## src/rtl/rv64_instr_decoder_pkg.sv

```systemverilog
// Shared types for the RV64I decoder: decoded op enum, major opcodes, immediate formats.
// Ops are decoded for the M extension only when the build defines RV64_MEXT_EN.
package rv64_decode_pkg;

    localparam logic [6:0] OPC_LUI      = 7'h37;
    localparam logic [6:0] OPC_AUIPC    = 7'h17;
    localparam logic [6:0] OPC_JAL      = 7'h6F;
    localparam logic [6:0] OPC_JALR     = 7'h67;
    localparam logic [6:0] OPC_BRANCH   = 7'h63;
    localparam logic [6:0] OPC_LOAD     = 7'h03;
    localparam logic [6:0] OPC_STORE    = 7'h23;
    localparam logic [6:0] OPC_OP_IMM   = 7'h13;
    localparam logic [6:0] OPC_OP       = 7'h33;
    localparam logic [6:0] OPC_OP_IMM32 = 7'h1B;
    localparam logic [6:0] OPC_OP32     = 7'h3B;
    localparam logic [6:0] OPC_FENCE    = 7'h0F;
    localparam logic [6:0] OPC_SYSTEM   = 7'h73;

    // SH6/SH5 are the zero-extended shift amounts of the 64-bit and word shifts.
    typedef enum logic [2:0] {
        IMM_NONE,
        IMM_I,
        IMM_S,
        IMM_B,
        IMM_U,
        IMM_J,
        IMM_SH6,
        IMM_SH5
    } imm_fmt_e;

    typedef enum logic [6:0] {
        OP_NONE    = 7'd0,
        OP_ILLEGAL = 7'd1,
        OP_LUI, OP_AUIPC, OP_JAL, OP_JALR,
        OP_BEQ, OP_BNE, OP_BLT, OP_BGE, OP_BLTU, OP_BGEU,
        OP_LB, OP_LH, OP_LW, OP_LD, OP_LBU, OP_LHU, OP_LWU,
        OP_SB, OP_SH, OP_SW, OP_SD,
        OP_ADDI, OP_SLTI, OP_SLTIU, OP_XORI, OP_ORI, OP_ANDI,
        OP_SLLI, OP_SRLI, OP_SRAI,
        OP_ADD, OP_SUB, OP_SLL, OP_SLT, OP_SLTU, OP_XOR, OP_SRL, OP_SRA, OP_OR, OP_AND,
        OP_ADDIW, OP_SLLIW, OP_SRLIW, OP_SRAIW,
        OP_ADDW, OP_SUBW, OP_SLLW, OP_SRLW, OP_SRAW,
        OP_FENCE, OP_ECALL, OP_EBREAK,
        OP_MUL, OP_MULH, OP_MULHSU, OP_MULHU, OP_DIV, OP_DIVU, OP_REM, OP_REMU,
        OP_MULW, OP_DIVW, OP_DIVUW, OP_REMW, OP_REMUW
    } op_e;

endpackage

```

## src/rtl/rv64_instr_decoder_if.sv

```systemverilog
// Fetch-to-decoder bundle: instruction/PC in, registered decode results out.
// The master modport is the fetch/consumer side, the slave modport is the decoder.
interface rv64_instr_decoder_if #(
    parameter int XLEN = 64,
    parameter int ILEN = 32
) ();
    logic            in_valid;
    logic [ILEN-1:0] in_instr;
    logic [XLEN-1:0] in_pc;

    logic            out_valid;
    logic [XLEN-1:0] out_pc;
    logic [6:0]      out_op;
    logic [4:0]      out_rd;
    logic [4:0]      out_rs1;
    logic [4:0]      out_rs2;
    logic [2:0]      out_funct3;
    logic [XLEN-1:0] out_imm;
    logic            out_illegal;
    logic            out_zero;

    modport master (
        output in_valid, in_instr, in_pc,
        input  out_valid, out_pc, out_op, out_rd, out_rs1, out_rs2,
               out_funct3, out_imm, out_illegal, out_zero
    );

    modport slave (
        input  in_valid, in_instr, in_pc,
        output out_valid, out_pc, out_op, out_rd, out_rs1, out_rs2,
               out_funct3, out_imm, out_illegal, out_zero
    );
endinterface

```

## src/rtl/rv64_instr_decoder_imm_gen.sv

```systemverilog
// Combinational immediate generator: selects and sign-extends the immediate of the given format.
// Only instr[31:7] carries immediate bits, so the opcode field is not an input.
module rv64_imm_gen
    import rv64_decode_pkg::*;
#(
    parameter int XLEN = 64
) (
    input  logic [31:7]     i_instr,
    input  imm_fmt_e        i_fmt,
    output logic [XLEN-1:0] o_imm
);

    logic w_sign;
    assign w_sign = i_instr[31];

    always_comb begin
        o_imm = '0;
        case (i_fmt)
            IMM_I:   o_imm = {{(XLEN-12){w_sign}}, i_instr[31:20]};
            IMM_S:   o_imm = {{(XLEN-12){w_sign}}, i_instr[31:25], i_instr[11:7]};
            IMM_B:   o_imm = {{(XLEN-13){w_sign}}, i_instr[31], i_instr[7],
                              i_instr[30:25], i_instr[11:8], 1'b0};
            IMM_U:   o_imm = {{(XLEN-32){w_sign}}, i_instr[31:12], 12'b0};
            IMM_J:   o_imm = {{(XLEN-21){w_sign}}, i_instr[31], i_instr[19:12],
                              i_instr[20], i_instr[30:21], 1'b0};
            IMM_SH6: o_imm = {{(XLEN-6){1'b0}}, i_instr[25:20]};
            IMM_SH5: o_imm = {{(XLEN-5){1'b0}}, i_instr[24:20]};
            default: o_imm = '0;
        endcase
    end

endmodule

```

## src/rtl/rv64_instr_decoder.sv

```systemverilog
// Registered RV64I instruction decoder (1-cycle latency, no backpressure).
// Define RV64_MEXT_EN to decode the M extension on OP/OP-32; otherwise those encodings are illegal.
module rv64_instr_decoder
    import rv64_decode_pkg::*;
#(
    parameter int XLEN = 64,
    parameter int ILEN = 32
) (
    input logic                  clk,
    input logic                  reset,
    rv64_instr_decoder_if.slave  dec
);

    logic [ILEN-1:0] w_instr;
    logic [6:0]      w_opcode;
    logic [2:0]      w_funct3;
    logic [6:0]      w_funct7;
    op_e             w_op;
    imm_fmt_e        w_fmt;
    imm_fmt_e        w_fmtEff;
    logic            w_useRd;
    logic            w_useRs1;
    logic            w_useRs2;
    logic            w_illegal;
    logic            w_zero;
    logic [4:0]      w_rd;
    logic [4:0]      w_rs1;
    logic [4:0]      w_rs2;
    logic [XLEN-1:0] w_imm;

    logic            r_valid;
    logic [XLEN-1:0] r_pc;
    op_e             r_op;
    logic [4:0]      r_rd;
    logic [4:0]      r_rs1;
    logic [4:0]      r_rs2;
    logic [2:0]      r_funct3;
    logic [XLEN-1:0] r_imm;
    logic            r_illegal;
    logic            r_zero;

    assign w_instr  = dec.in_instr;
    assign w_opcode = w_instr[6:0];
    assign w_funct3 = w_instr[14:12];
    assign w_funct7 = w_instr[31:25];

    // w_op stays OP_ILLEGAL unless a fully legal encoding is recognised.
    always_comb begin
        w_op     = OP_ILLEGAL;
        w_fmt    = IMM_NONE;
        w_useRd  = 1'b0;
        w_useRs1 = 1'b0;
        w_useRs2 = 1'b0;
        if (w_instr[1:0] == 2'b11) begin
            case (w_opcode)
                OPC_LUI: begin
                    w_op = OP_LUI;   w_fmt = IMM_U; w_useRd = 1'b1;
                end
                OPC_AUIPC: begin
                    w_op = OP_AUIPC; w_fmt = IMM_U; w_useRd = 1'b1;
                end
                OPC_JAL: begin
                    w_op = OP_JAL;   w_fmt = IMM_J; w_useRd = 1'b1;
                end
                OPC_JALR: begin
                    w_fmt = IMM_I; w_useRd = 1'b1; w_useRs1 = 1'b1;
                    if (w_funct3 == 3'b000) w_op = OP_JALR;
                end
                OPC_BRANCH: begin
                    w_fmt = IMM_B; w_useRs1 = 1'b1; w_useRs2 = 1'b1;
                    case (w_funct3)
                        3'b000:  w_op = OP_BEQ;
                        3'b001:  w_op = OP_BNE;
                        3'b100:  w_op = OP_BLT;
                        3'b101:  w_op = OP_BGE;
                        3'b110:  w_op = OP_BLTU;
                        3'b111:  w_op = OP_BGEU;
                        default: w_op = OP_ILLEGAL;
                    endcase
                end
                OPC_LOAD: begin
                    w_fmt = IMM_I; w_useRd = 1'b1; w_useRs1 = 1'b1;
                    case (w_funct3)
                        3'b000:  w_op = OP_LB;
                        3'b001:  w_op = OP_LH;
                        3'b010:  w_op = OP_LW;
                        3'b011:  w_op = OP_LD;
                        3'b100:  w_op = OP_LBU;
                        3'b101:  w_op = OP_LHU;
                        3'b110:  w_op = OP_LWU;
                        default: w_op = OP_ILLEGAL;
                    endcase
                end
                OPC_STORE: begin
                    w_fmt = IMM_S; w_useRs1 = 1'b1; w_useRs2 = 1'b1;
                    case (w_funct3)
                        3'b000:  w_op = OP_SB;
                        3'b001:  w_op = OP_SH;
                        3'b010:  w_op = OP_SW;
                        3'b011:  w_op = OP_SD;
                        default: w_op = OP_ILLEGAL;
                    endcase
                end
                OPC_OP_IMM: begin
                    w_fmt = IMM_I; w_useRd = 1'b1; w_useRs1 = 1'b1;
                    case (w_funct3)
                        3'b000: w_op = OP_ADDI;
                        3'b010: w_op = OP_SLTI;
                        3'b011: w_op = OP_SLTIU;
                        3'b100: w_op = OP_XORI;
                        3'b110: w_op = OP_ORI;
                        3'b111: w_op = OP_ANDI;
                        3'b001: begin
                            w_fmt = IMM_SH6;
                            if (w_instr[31:26] == 6'b000000) w_op = OP_SLLI;
                        end
                        3'b101: begin
                            w_fmt = IMM_SH6;
                            if (w_instr[31:26] == 6'b000000)      w_op = OP_SRLI;
                            else if (w_instr[31:26] == 6'b010000) w_op = OP_SRAI;
                        end
                        default: w_op = OP_ILLEGAL;
                    endcase
                end
                // Word shifts only have a 5-bit shamt, so instr[25] is part of funct7 here.
                OPC_OP_IMM32: begin
                    w_fmt = IMM_I; w_useRd = 1'b1; w_useRs1 = 1'b1;
                    case (w_funct3)
                        3'b000: w_op = OP_ADDIW;
                        3'b001: begin
                            w_fmt = IMM_SH5;
                            if (w_funct7 == 7'b0000000) w_op = OP_SLLIW;
                        end
                        3'b101: begin
                            w_fmt = IMM_SH5;
                            if (w_funct7 == 7'b0000000)      w_op = OP_SRLIW;
                            else if (w_funct7 == 7'b0100000) w_op = OP_SRAIW;
                        end
                        default: w_op = OP_ILLEGAL;
                    endcase
                end
                OPC_OP: begin
                    w_useRd = 1'b1; w_useRs1 = 1'b1; w_useRs2 = 1'b1;
                    case (w_funct7)
                        7'b0000000: begin
                            case (w_funct3)
                                3'b000:  w_op = OP_ADD;
                                3'b001:  w_op = OP_SLL;
                                3'b010:  w_op = OP_SLT;
                                3'b011:  w_op = OP_SLTU;
                                3'b100:  w_op = OP_XOR;
                                3'b101:  w_op = OP_SRL;
                                3'b110:  w_op = OP_OR;
                                default: w_op = OP_AND;
                            endcase
                        end
                        7'b0100000: begin
                            if (w_funct3 == 3'b000)      w_op = OP_SUB;
                            else if (w_funct3 == 3'b101) w_op = OP_SRA;
                        end
`ifdef RV64_MEXT_EN
                        7'b0000001: begin
                            case (w_funct3)
                                3'b000:  w_op = OP_MUL;
                                3'b001:  w_op = OP_MULH;
                                3'b010:  w_op = OP_MULHSU;
                                3'b011:  w_op = OP_MULHU;
                                3'b100:  w_op = OP_DIV;
                                3'b101:  w_op = OP_DIVU;
                                3'b110:  w_op = OP_REM;
                                default: w_op = OP_REMU;
                            endcase
                        end
`endif
                        default: w_op = OP_ILLEGAL;
                    endcase
                end
                OPC_OP32: begin
                    w_useRd = 1'b1; w_useRs1 = 1'b1; w_useRs2 = 1'b1;
                    case (w_funct7)
                        7'b0000000: begin
                            if (w_funct3 == 3'b000)      w_op = OP_ADDW;
                            else if (w_funct3 == 3'b001) w_op = OP_SLLW;
                            else if (w_funct3 == 3'b101) w_op = OP_SRLW;
                        end
                        7'b0100000: begin
                            if (w_funct3 == 3'b000)      w_op = OP_SUBW;
                            else if (w_funct3 == 3'b101) w_op = OP_SRAW;
                        end
`ifdef RV64_MEXT_EN
                        7'b0000001: begin
                            case (w_funct3)
                                3'b000:  w_op = OP_MULW;
                                3'b100:  w_op = OP_DIVW;
                                3'b101:  w_op = OP_DIVUW;
                                3'b110:  w_op = OP_REMW;
                                3'b111:  w_op = OP_REMUW;
                                default: w_op = OP_ILLEGAL;
                            endcase
                        end
`endif
                        default: w_op = OP_ILLEGAL;
                    endcase
                end
                // FENCE reports its fm/pred/succ field through the I immediate.
                OPC_FENCE: begin
                    w_fmt = IMM_I;
                    if (w_funct3 == 3'b000) w_op = OP_FENCE;
                end
                OPC_SYSTEM: begin
                    if (w_instr[31:7] == 25'h0000000)      w_op = OP_ECALL;
                    else if (w_instr[31:7] == 25'h0002000) w_op = OP_EBREAK;
                end
                default: w_op = OP_ILLEGAL;
            endcase
        end
    end

    assign w_illegal = (w_op == OP_ILLEGAL);
    assign w_zero    = (w_instr == '0);
    assign w_fmtEff  = w_illegal ? IMM_NONE : w_fmt;
    assign w_rd      = (w_useRd  && !w_illegal) ? w_instr[11:7]  : 5'd0;
    assign w_rs1     = (w_useRs1 && !w_illegal) ? w_instr[19:15] : 5'd0;
    assign w_rs2     = (w_useRs2 && !w_illegal) ? w_instr[24:20] : 5'd0;

    rv64_imm_gen #(
        .XLEN (XLEN)
    ) u_immGen (
        .i_instr (w_instr[31:7]),
        .i_fmt   (w_fmtEff),
        .o_imm   (w_imm)
    );

    always_ff @(posedge clk or posedge reset) begin
        if (reset) begin
            r_valid   <= 1'b0;
            r_pc      <= '0;
            r_op      <= OP_NONE;
            r_rd      <= 5'd0;
            r_rs1     <= 5'd0;
            r_rs2     <= 5'd0;
            r_funct3  <= 3'd0;
            r_imm     <= '0;
            r_illegal <= 1'b0;
            r_zero    <= 1'b0;
        end else begin
            r_valid <= dec.in_valid;
            if (dec.in_valid) begin
                r_pc      <= dec.in_pc;
                r_op      <= w_op;
                r_rd      <= w_rd;
                r_rs1     <= w_rs1;
                r_rs2     <= w_rs2;
                r_funct3  <= w_funct3;
                r_imm     <= w_imm;
                r_illegal <= w_illegal;
                r_zero    <= w_zero;
            end
        end
    end

    assign dec.out_valid   = r_valid;
    assign dec.out_pc      = r_pc;
    assign dec.out_op      = r_op;
    assign dec.out_rd      = r_rd;
    assign dec.out_rs1     = r_rs1;
    assign dec.out_rs2     = r_rs2;
    assign dec.out_funct3  = r_funct3;
    assign dec.out_imm     = r_imm;
    assign dec.out_illegal = r_illegal;
    assign dec.out_zero    = r_zero;

endmodule

```

## src/flat_wrapper.sv

```systemverilog
// flat-port wrapper written by rule: the top's interface ports become plain ports
module rv64_instr_decoder_flat import rv64_decode_pkg::*;
#(
    parameter int XLEN = 64,
    parameter int ILEN = 32
)
  (clk, reset, dec_in_valid, dec_in_instr, dec_in_pc, dec_out_valid, dec_out_pc, dec_out_op, dec_out_rd, dec_out_rs1, dec_out_rs2, dec_out_funct3, dec_out_imm, dec_out_illegal, dec_out_zero);
  rv64_instr_decoder_if #(.XLEN(XLEN), .ILEN(ILEN)) dec_i ();
  input logic clk;
  input logic reset;
  input wire logic [$bits(dec_i.in_valid)-1:0] dec_in_valid;
  input wire logic [$bits(dec_i.in_instr)-1:0] dec_in_instr;
  input wire logic [$bits(dec_i.in_pc)-1:0] dec_in_pc;
  output wire logic [$bits(dec_i.out_valid)-1:0] dec_out_valid;
  output wire logic [$bits(dec_i.out_pc)-1:0] dec_out_pc;
  output wire logic [$bits(dec_i.out_op)-1:0] dec_out_op;
  output wire logic [$bits(dec_i.out_rd)-1:0] dec_out_rd;
  output wire logic [$bits(dec_i.out_rs1)-1:0] dec_out_rs1;
  output wire logic [$bits(dec_i.out_rs2)-1:0] dec_out_rs2;
  output wire logic [$bits(dec_i.out_funct3)-1:0] dec_out_funct3;
  output wire logic [$bits(dec_i.out_imm)-1:0] dec_out_imm;
  output wire logic [$bits(dec_i.out_illegal)-1:0] dec_out_illegal;
  output wire logic [$bits(dec_i.out_zero)-1:0] dec_out_zero;
  assign dec_i.in_valid = dec_in_valid;
  assign dec_i.in_instr = dec_in_instr;
  assign dec_i.in_pc = dec_in_pc;
  assign dec_out_valid = dec_i.out_valid;
  assign dec_out_pc = dec_i.out_pc;
  assign dec_out_op = dec_i.out_op;
  assign dec_out_rd = dec_i.out_rd;
  assign dec_out_rs1 = dec_i.out_rs1;
  assign dec_out_rs2 = dec_i.out_rs2;
  assign dec_out_funct3 = dec_i.out_funct3;
  assign dec_out_imm = dec_i.out_imm;
  assign dec_out_illegal = dec_i.out_illegal;
  assign dec_out_zero = dec_i.out_zero;
  rv64_instr_decoder #(.XLEN(XLEN), .ILEN(ILEN)) u_core (.clk(clk), .reset(reset), .dec(dec_i));
endmodule
```

## config.mk

```make
export PLATFORM = sky130hd
export DESIGN_NAME = rv64_instr_decoder_flat
export DESIGN_NICKNAME = d
export VERILOG_FILES = /design/src/rtl/rv64_instr_decoder_pkg.sv /design/src/rtl/rv64_instr_decoder_if.sv /design/src/rtl/rv64_instr_decoder_imm_gen.sv /design/src/rtl/rv64_instr_decoder.sv /design/src/flat_wrapper.sv
export SDC_FILE = /design/constraint.sdc
export NUM_CORES = 1
export LEC_CHECK = 0
export CAP_MARGIN = 20
export CORE_ASPECT_RATIO = 1.1
export CORE_MARGIN = 2
export CORE_UTILIZATION = 37
export CTS_CLUSTER_DIAMETER = 40
export DETAILED_ROUTE_END_ITERATION = 6
export GPL_ROUTABILITY_DRIVEN = 0
export PLACE_DENSITY = 0.7
export SKIP_CTS_REPAIR_TIMING = 1
export SLEW_MARGIN = 5
export SYNTH_ARGS = -nofsm -noshare
export SYNTH_HDL_FRONTEND = slang
export SYNTH_SLANG_ARGS = --single-unit
```

## constraint.sdc

```tcl
create_clock -name clk -period 6.21 [get_ports clk]
set_clock_uncertainty 0.2 [all_clocks]
set_input_delay 1.863 -clock clk [delete_from_list [all_inputs] [get_ports clk]]
set_output_delay 1.863 -clock clk [all_outputs]
set_load 0.005 [all_outputs]
```

; Yosys cells after proc, flatten, opt, wreduce, memory -nomap -nowiden
; Index checks and enable logic that the tools add are counted.
[op_classes]
n_addsub = 0
multipliers = 0
n_div = 0
order_cmp = 0
eq_ne = 32
n_shift = 0
muxes = 42
bitwise = 0
reduce_logical = 15
[ops]
columns = cell, count
row1 = 64-bit case mux with 7 select lines, 1
row2 = 7-bit case mux with 13 select lines, 1
row3 = 7-bit 2-to-1 mux, 8
row4 = 7-bit case mux with 8 select lines, 1
row5 = 6-bit 2-to-1 mux, 7
row6 = 7-bit by 6-bit == test with 1-bit output (second input constant), 5
row7 = 5-bit case mux with 7 select lines, 1
row8 = 32-bit logical NOT, 1
row9 = 7-bit == test (second input constant), 4
row10 = 4-bit case mux with 7 select lines, 1
row11 = 7-bit case mux with 2 select lines, 2
row12 = 25-bit by 14-bit == test with 1-bit output (second input constant), 1
row13 = 25-bit logical NOT, 1
row14 = 5-bit 2-to-1 mux, 5
row15 = 3-bit == test (second input constant), 8
row16 = 4-bit case mux with 6 select lines, 1
row17 = 7-bit by 5-bit == test with 1-bit output (second input constant), 3
row18 = 3-bit case mux with 7 select lines, 1
row19 = 7-bit case mux with 3 select lines, 1
row20 = 5-bit case mux with 4 select lines, 1
row21 = 3-bit 2-to-1 mux, 5
row22 = 3-bit by 2-bit == test with 1-bit output (second input constant), 4
row23 = 9-bit OR reduction, 1
row24 = 8-bit OR reduction, 1
row25 = other kinds (15), 24
[word_totals]
ff_bits = 156
latch_bits = 0
mem_bits_rw = 0
romBits = 0
inputBits = 99
output_inout_bits = 156
wordCells = 99
n_memories = 0

; Depth between registers and ports, before layout
[logic_depth]
depth_word = 11
depth_mapped = 11
depth_no_buf = 8

; Modules after synthesis
; A second synthesis with hierarchy kept.
[unflattened]
hier_cells = 671
hier_area_um2 = 7921.3
[by_module_without_submodules]
columns = module, n_inst, cells_per_inst, area_per_inst_um2, seq_area_each_um2
row1 = rv64_instr_decoder, 1, 567, 7134.3, 3878.7
row2 = rv64_imm_gen, 1, 104, 787.0, 0.0

; Worst setup path after synthesis
; OpenSTA, ideal clock, no wires.
[synth_path]
path_kind = input to register
startpoint = input port dec_in_instr[3]
endpoint = register u_core.r_rd[0] (netlist: u_core.dec.out_rd[0])
setup_ns = 0.121
arrival_ns = 3.938
path_slack_ns = 1.951
stages = 10
path_cell_list = buf_2 -> nand4bb_1 -> or3_1 -> buf_4 -> a221oi_1 -> or4_4 -> nor3_4 -> nand3_4 -> and3_1 -> a22o_1
[synth_between]
elab_chain_len = 7
elab_cells_between_ends = 22
cone_classes = eq/ne: 14 / mux: 5 / reduce/logical: 3
[synth_rtl]
columns = item, line_no
row1 = "start, declared", flat_wrapper.sv:12  ; input wire logic [$bits(dec_i.in_instr)-1:0] dec_in_instr;
row2 = "7-bit == test, or another cell as far along", rv64_instr_decoder.sv:55  ; case (w_opcode)
row3 = 7-bit case mux with 13 select lines, rv64_instr_decoder.sv:55
row4 = 7-bit 2-to-1 mux, rv64_instr_decoder.sv:54  ; if (w_instr[1:0] == 2'b11) begin
row5 = 7-bit by 1-bit == test with 1-bit output, rv64_instr_decoder.sv:219  ; assign w_illegal = (w_op == OP_ILLEGAL);
row6 = 1-bit logical NOT, rv64_instr_decoder.sv:222  ; assign w_rd = (w_useRd && !w_illegal) ? w_instr[11:7] : 5'd0;
row7 = 1-bit logical AND (*), rv64_instr_decoder.sv:222
row8 = 5-bit 2-to-1 mux (*), rv64_instr_decoder.sv:222
row9 = "end signal, assigned", rv64_instr_decoder.sv:251  ; r_rd <= w_rd;
row10 = "end, declared", rv64_instr_decoder.sv:34  ; logic [4:0] r_rd;
; Every way passes the cells marked *; elsewhere a longest branch is shown, timed or not.
; A chain may end at the register's enable or synchronous reset.

; Final worst setup path
[layout_path]
startpoint = input port dec_in_instr[3]
endpoint = register u_core.r_imm[25] (netlist: u_core.dec.out_imm[25])
[layout_between]
elab_chain_len = 7
elab_cells_between_ends = 29
cone_classes = eq/ne: 21 / mux: 6 / reduce/logical: 2
[layout_rtl]
columns = item, line_no
row1 = "7-bit == test, or another cell as far along", rv64_instr_decoder.sv:55
row2 = "7-bit case mux with 13 select lines, or another cell as far along", rv64_instr_decoder.sv:55
row3 = 7-bit 2-to-1 mux / 3-bit case mux with 7 select lines (equally long branches), "rv64_instr_decoder.sv:54, rv64_instr_decoder.sv:55"
row4 = 7-bit by 1-bit == test with 1-bit output / 3-bit 2-to-1 mux (equally long branches), "rv64_instr_decoder.sv:219, rv64_instr_decoder.sv:54"
row5 = 3-bit 2-to-1 mux (*), rv64_instr_decoder.sv:221  ; assign w_fmtEff = w_illegal ? IMM_NONE : w_fmt;
row6 = "3-bit == test, or another cell as far along", rv64_instr_decoder_imm_gen.sv:18  ; case (i_fmt)
row7 = 64-bit case mux with 7 select lines (*), rv64_instr_decoder_imm_gen.sv:18
row8 = "end signal, assigned", rv64_instr_decoder.sv:255  ; r_imm <= w_imm;
row9 = "end, declared", rv64_instr_decoder.sv:38  ; logic [XLEN-1:0] r_imm;
; Marks and branches as above.

==> qor.yml <==
worst_setup_path:
  cp-startpoint: "dec_in_instr[3]"
  reg2reg_from: "u_core.dec.out_imm[62]$_DFFE_PP0P_"
  cp-end-kind: "register"
  worstPathRequired_ps: 6340
  r2r_slack_ps: 4820
  crit_path_start_kind: "primary input"
  crit_arrival_ps: 5330
  path_class: "in -> reg"
  cp_max_fo: 19
  cp-endpoint: "u_core.dec.out_imm[25]$_DFFE_PP0P_"
  reg2reg_depth: 1
  worstReg2RegEnd: "u_core.dec.out_imm[62]$_DFFE_PP0P_"
floorplanning:
  io_pins: 255
  die_h_um: 141
  die_x_um: 129
  coreArea_mm2: 0.0169
  rows: 50
  die-area_mm2: 0.0182
  initial_core_util_pct: 37.5
power:
  pwr-share-seq_pct: 38.8
  switching_share_pct: 23.9
  p_switching_mw: 0.542
  ir_worst_vdd_uv: 191
  power.leakage_nw: 3.64
  combPwrFrac_pct: 15.1
  powerDensity_mw_per_mm2: 240
  p_int_mw: 1.72
  pwr-share-clk_pct: 46.1
global_routing:
  antenna_found_initial: 0
  grt_pass1_vias: 5715
  grt_max_degree: 46
  met3_usage_pct: 9.77
  use_met1_pct: 26.5
  grt.busiest_layer: "met2"
  grt_overflow: 0
  grt_pass1_wl_um: 32100
  grtUsageTotal_pct: 22.9
  grt_use_met2_pct: 37.4
finish:
  final_cell_mix: "252 x clkdlybuf4s50_1, 123 x dfrtp_1, 67 x mux2_2"
  antennaDiodeCount: 0
  syn2layout_area_growth_pct: 48.5
  fin_area_mm2: 0.00942
  final_cells: 993
  layout-drive-gt1-share_pct: 18.6
  final_common_cell: "clkdlybuf4s50_1"
  num-nets-final: 871
clocking:
  clock_sinks: 123
  cts_tree: "yes"
  cts_root_buffer: "clkbuf_16"
  cts_buffers: 17
  clk_latency_ps: 400
  h-tree-depth: 4
  cts.path.max_buffers: 2
  clkTransAtPathRegs_ps: 50
run:
  cap_violations: 0
timing:
  hold_viol_final: 0
  period_minus_slack_ps: 5210
  fin_crit_sh_pct: 83.9
  rsz0062_at_grt: "false"
  setup_viol: 0
  fin_setup_tns_ps: 0
  tightestPinTransition_ps: 995
  slew_headroom_pct: 33.2
  slew_violations: 0
  fmax_ghz: 0.192
min_path:
  hold_class: "reg -> reg"
  hp-start: "u_core.dec.out_imm[2]$_DFFE_PP0P_"
place:
  dp_cells: 961
  placed_area_mm2: 0.00879
  portBuffers: 253
  hpwl_um: 15300
synthesis:
  synth_top_family_by_area: "compound AO/OA/AOI/OAI gates"
  yosys.area_share.simple_pct: 13.3
  synthDistinctLibCells: 75
  synth_edf_count: 0
  ys_seq_area_share_pct: 48.5
  synthCells: 561
  synth_compound_area_share_pct: 18.1
  ys_warn_count: 0
  synth_mux_area_share_pct: 11.9
  synth_xor_area_share_pct: 0.276
  async_flop_share_pct: 100
  syn_area_mm2: 0.00634
  synth_area_per_cell_um2: 11.3
  synth_adder_area_share_pct: 0
  ys_ff_latch: 123
  ys.flop_type: "dfrtp_1"
  synth_fp_nets: 660
drt:
  drt_iter0_markers: 588
  ant_nets: 0
  drc: 0
  wl_um: 20600
  wl_per_cell_um: 20.7
  post_drt_via_cell_ratio: 5.60
  drt_pass1_iterations: 6
  vias: 5559
run_status:
  outcome: "completed"
## stage by stage
stage	total power, mW	utilization (%)	hold WS [ps]	setup slack (ps)
finish	2.26	55.8	287	1000
global route	2.35	55.8	302	772
CTS	2.29	55.8	291	1070
detailed placement	1.23	52.1	274	634
global placement	1.23	52.1	273	845
floorplan	1.02	-	276	876
## how the worst min path moves through the flow
stage                                    endpoint  slack, ps  depth (start not counted)
6_report        u_core.dec.out_imm[2]$_DFFE_PP0P_        290                          1
5_1_grt         u_core.dec.out_imm[2]$_DFFE_PP0P_        300                          1
4_1_cts         u_core.dec.out_imm[2]$_DFFE_PP0P_        290                          1
3_5_place_dp   u_core.dec.out_imm[19]$_DFFE_PP0P_        270                          1
3_3_place_gp    u_core.dec.out_imm[3]$_DFFE_PP0P_        270                          1
2_1_floorplan  u_core.dec.out_illegal$_DFFE_PP0P_        280                          2
## cell usage after synthesis, types with 3 or more instances
cell	instances	share of area, %
nor2b_1	8	0.79
buf_1	6	0.36
buf_2	10	0.79
buf_4	36	4.3
nand2b_1	8	0.79
and2_1	3	0.30
o2bb2ai_1	21	2.9
and3_1	3	0.30
o31ai_1	4	0.47
nor2_1	28	1.7
a31oi_1	6	0.59
nand2_1	12	0.71
dfrtp_1	123	49
nor3b_1	3	0.36
nor3_1	14	1.1
o211ai_1	4	0.47
mux2_2	67	12
inv_1	14	0.83
a22oi_1	10	1.2
or4_1	8	0.95
or3_1	4	0.39
nand3_1	8	0.63
a21oi_1	32	2.5
o21ai_0	14	1.1
o2bb2ai_2	10	2.4
a22o_1	15	2.1
clkbuf_1	21	1.2
nor4_1	11	1.1
## area by class of cell
cell class | instances | area [µm²]
tap | 208 | 260
timing repair buffer | 267 | 2640
inverter | 15 | 58.8
clock inverter | 14 | 195
clock buffer | 18 | 429
multi-input combinational | 348 | 2760
sequential | 123 | 3080
fill | 1433 | 7470
## metal layers
layer | wire, µm | share of wire, %
met1 | 7860 | 38
met5 | 0 | 0
met2 | 10000 | 49
met3 | 2120 | 10
met4 | 584 | 2.8
## power groups by stage
stage	Combinational, mW	Clock (mW)	Sequential [mW]
2_1_floorplan	0.126	0	0.892
5_1_grt	0.366	1.10	0.885
6_report	0.342	1.04	0.878
3_5_place_dp	0.342	0	0.892
3_3_place_gp	0.337	0	0.889
4_1_cts	0.345	1.07	0.879
## sequential cells by signal, indices dropped and copies added, names as in the netlist
name                    count
u_core.dec.out_op           6
u_core.dec.out_funct3       3
u_core.dec.out_illegal      1
u_core.dec.out_rs1          5
u_core.dec.out_rd           5
u_core.dec.out_rs2          5
u_core.dec.out_pc          64
u_core.dec.out_valid        1
u_core.dec.out_zero         1
u_core.dec.out_imm         32
## cell families (layout without fill, tap and decap cells)
| logic type | Yosys count | in the layout |
|---|---|---|
| xor+xnor | 2 | 2 |
| flops | 123 | 123 |
| simple gates | 135 | 135 |
| other cells | 1 | 1 |
| compound gates | 143 | 143 |
| mux | 67 | 67 |
| buf+inv | 90 | 314 |
## worst max-delay path: stages
cell and delay, ps:
clkdlybuf4s50_1 850, nand3_2 200, or4_1 670, or4b_4 540
o211ai_2 120, nor3_4 100, a311oi_2 690, a21oi_1 140
o2bb2ai_2 160
No activity file was read; power rests on OpenSTA's default activity.
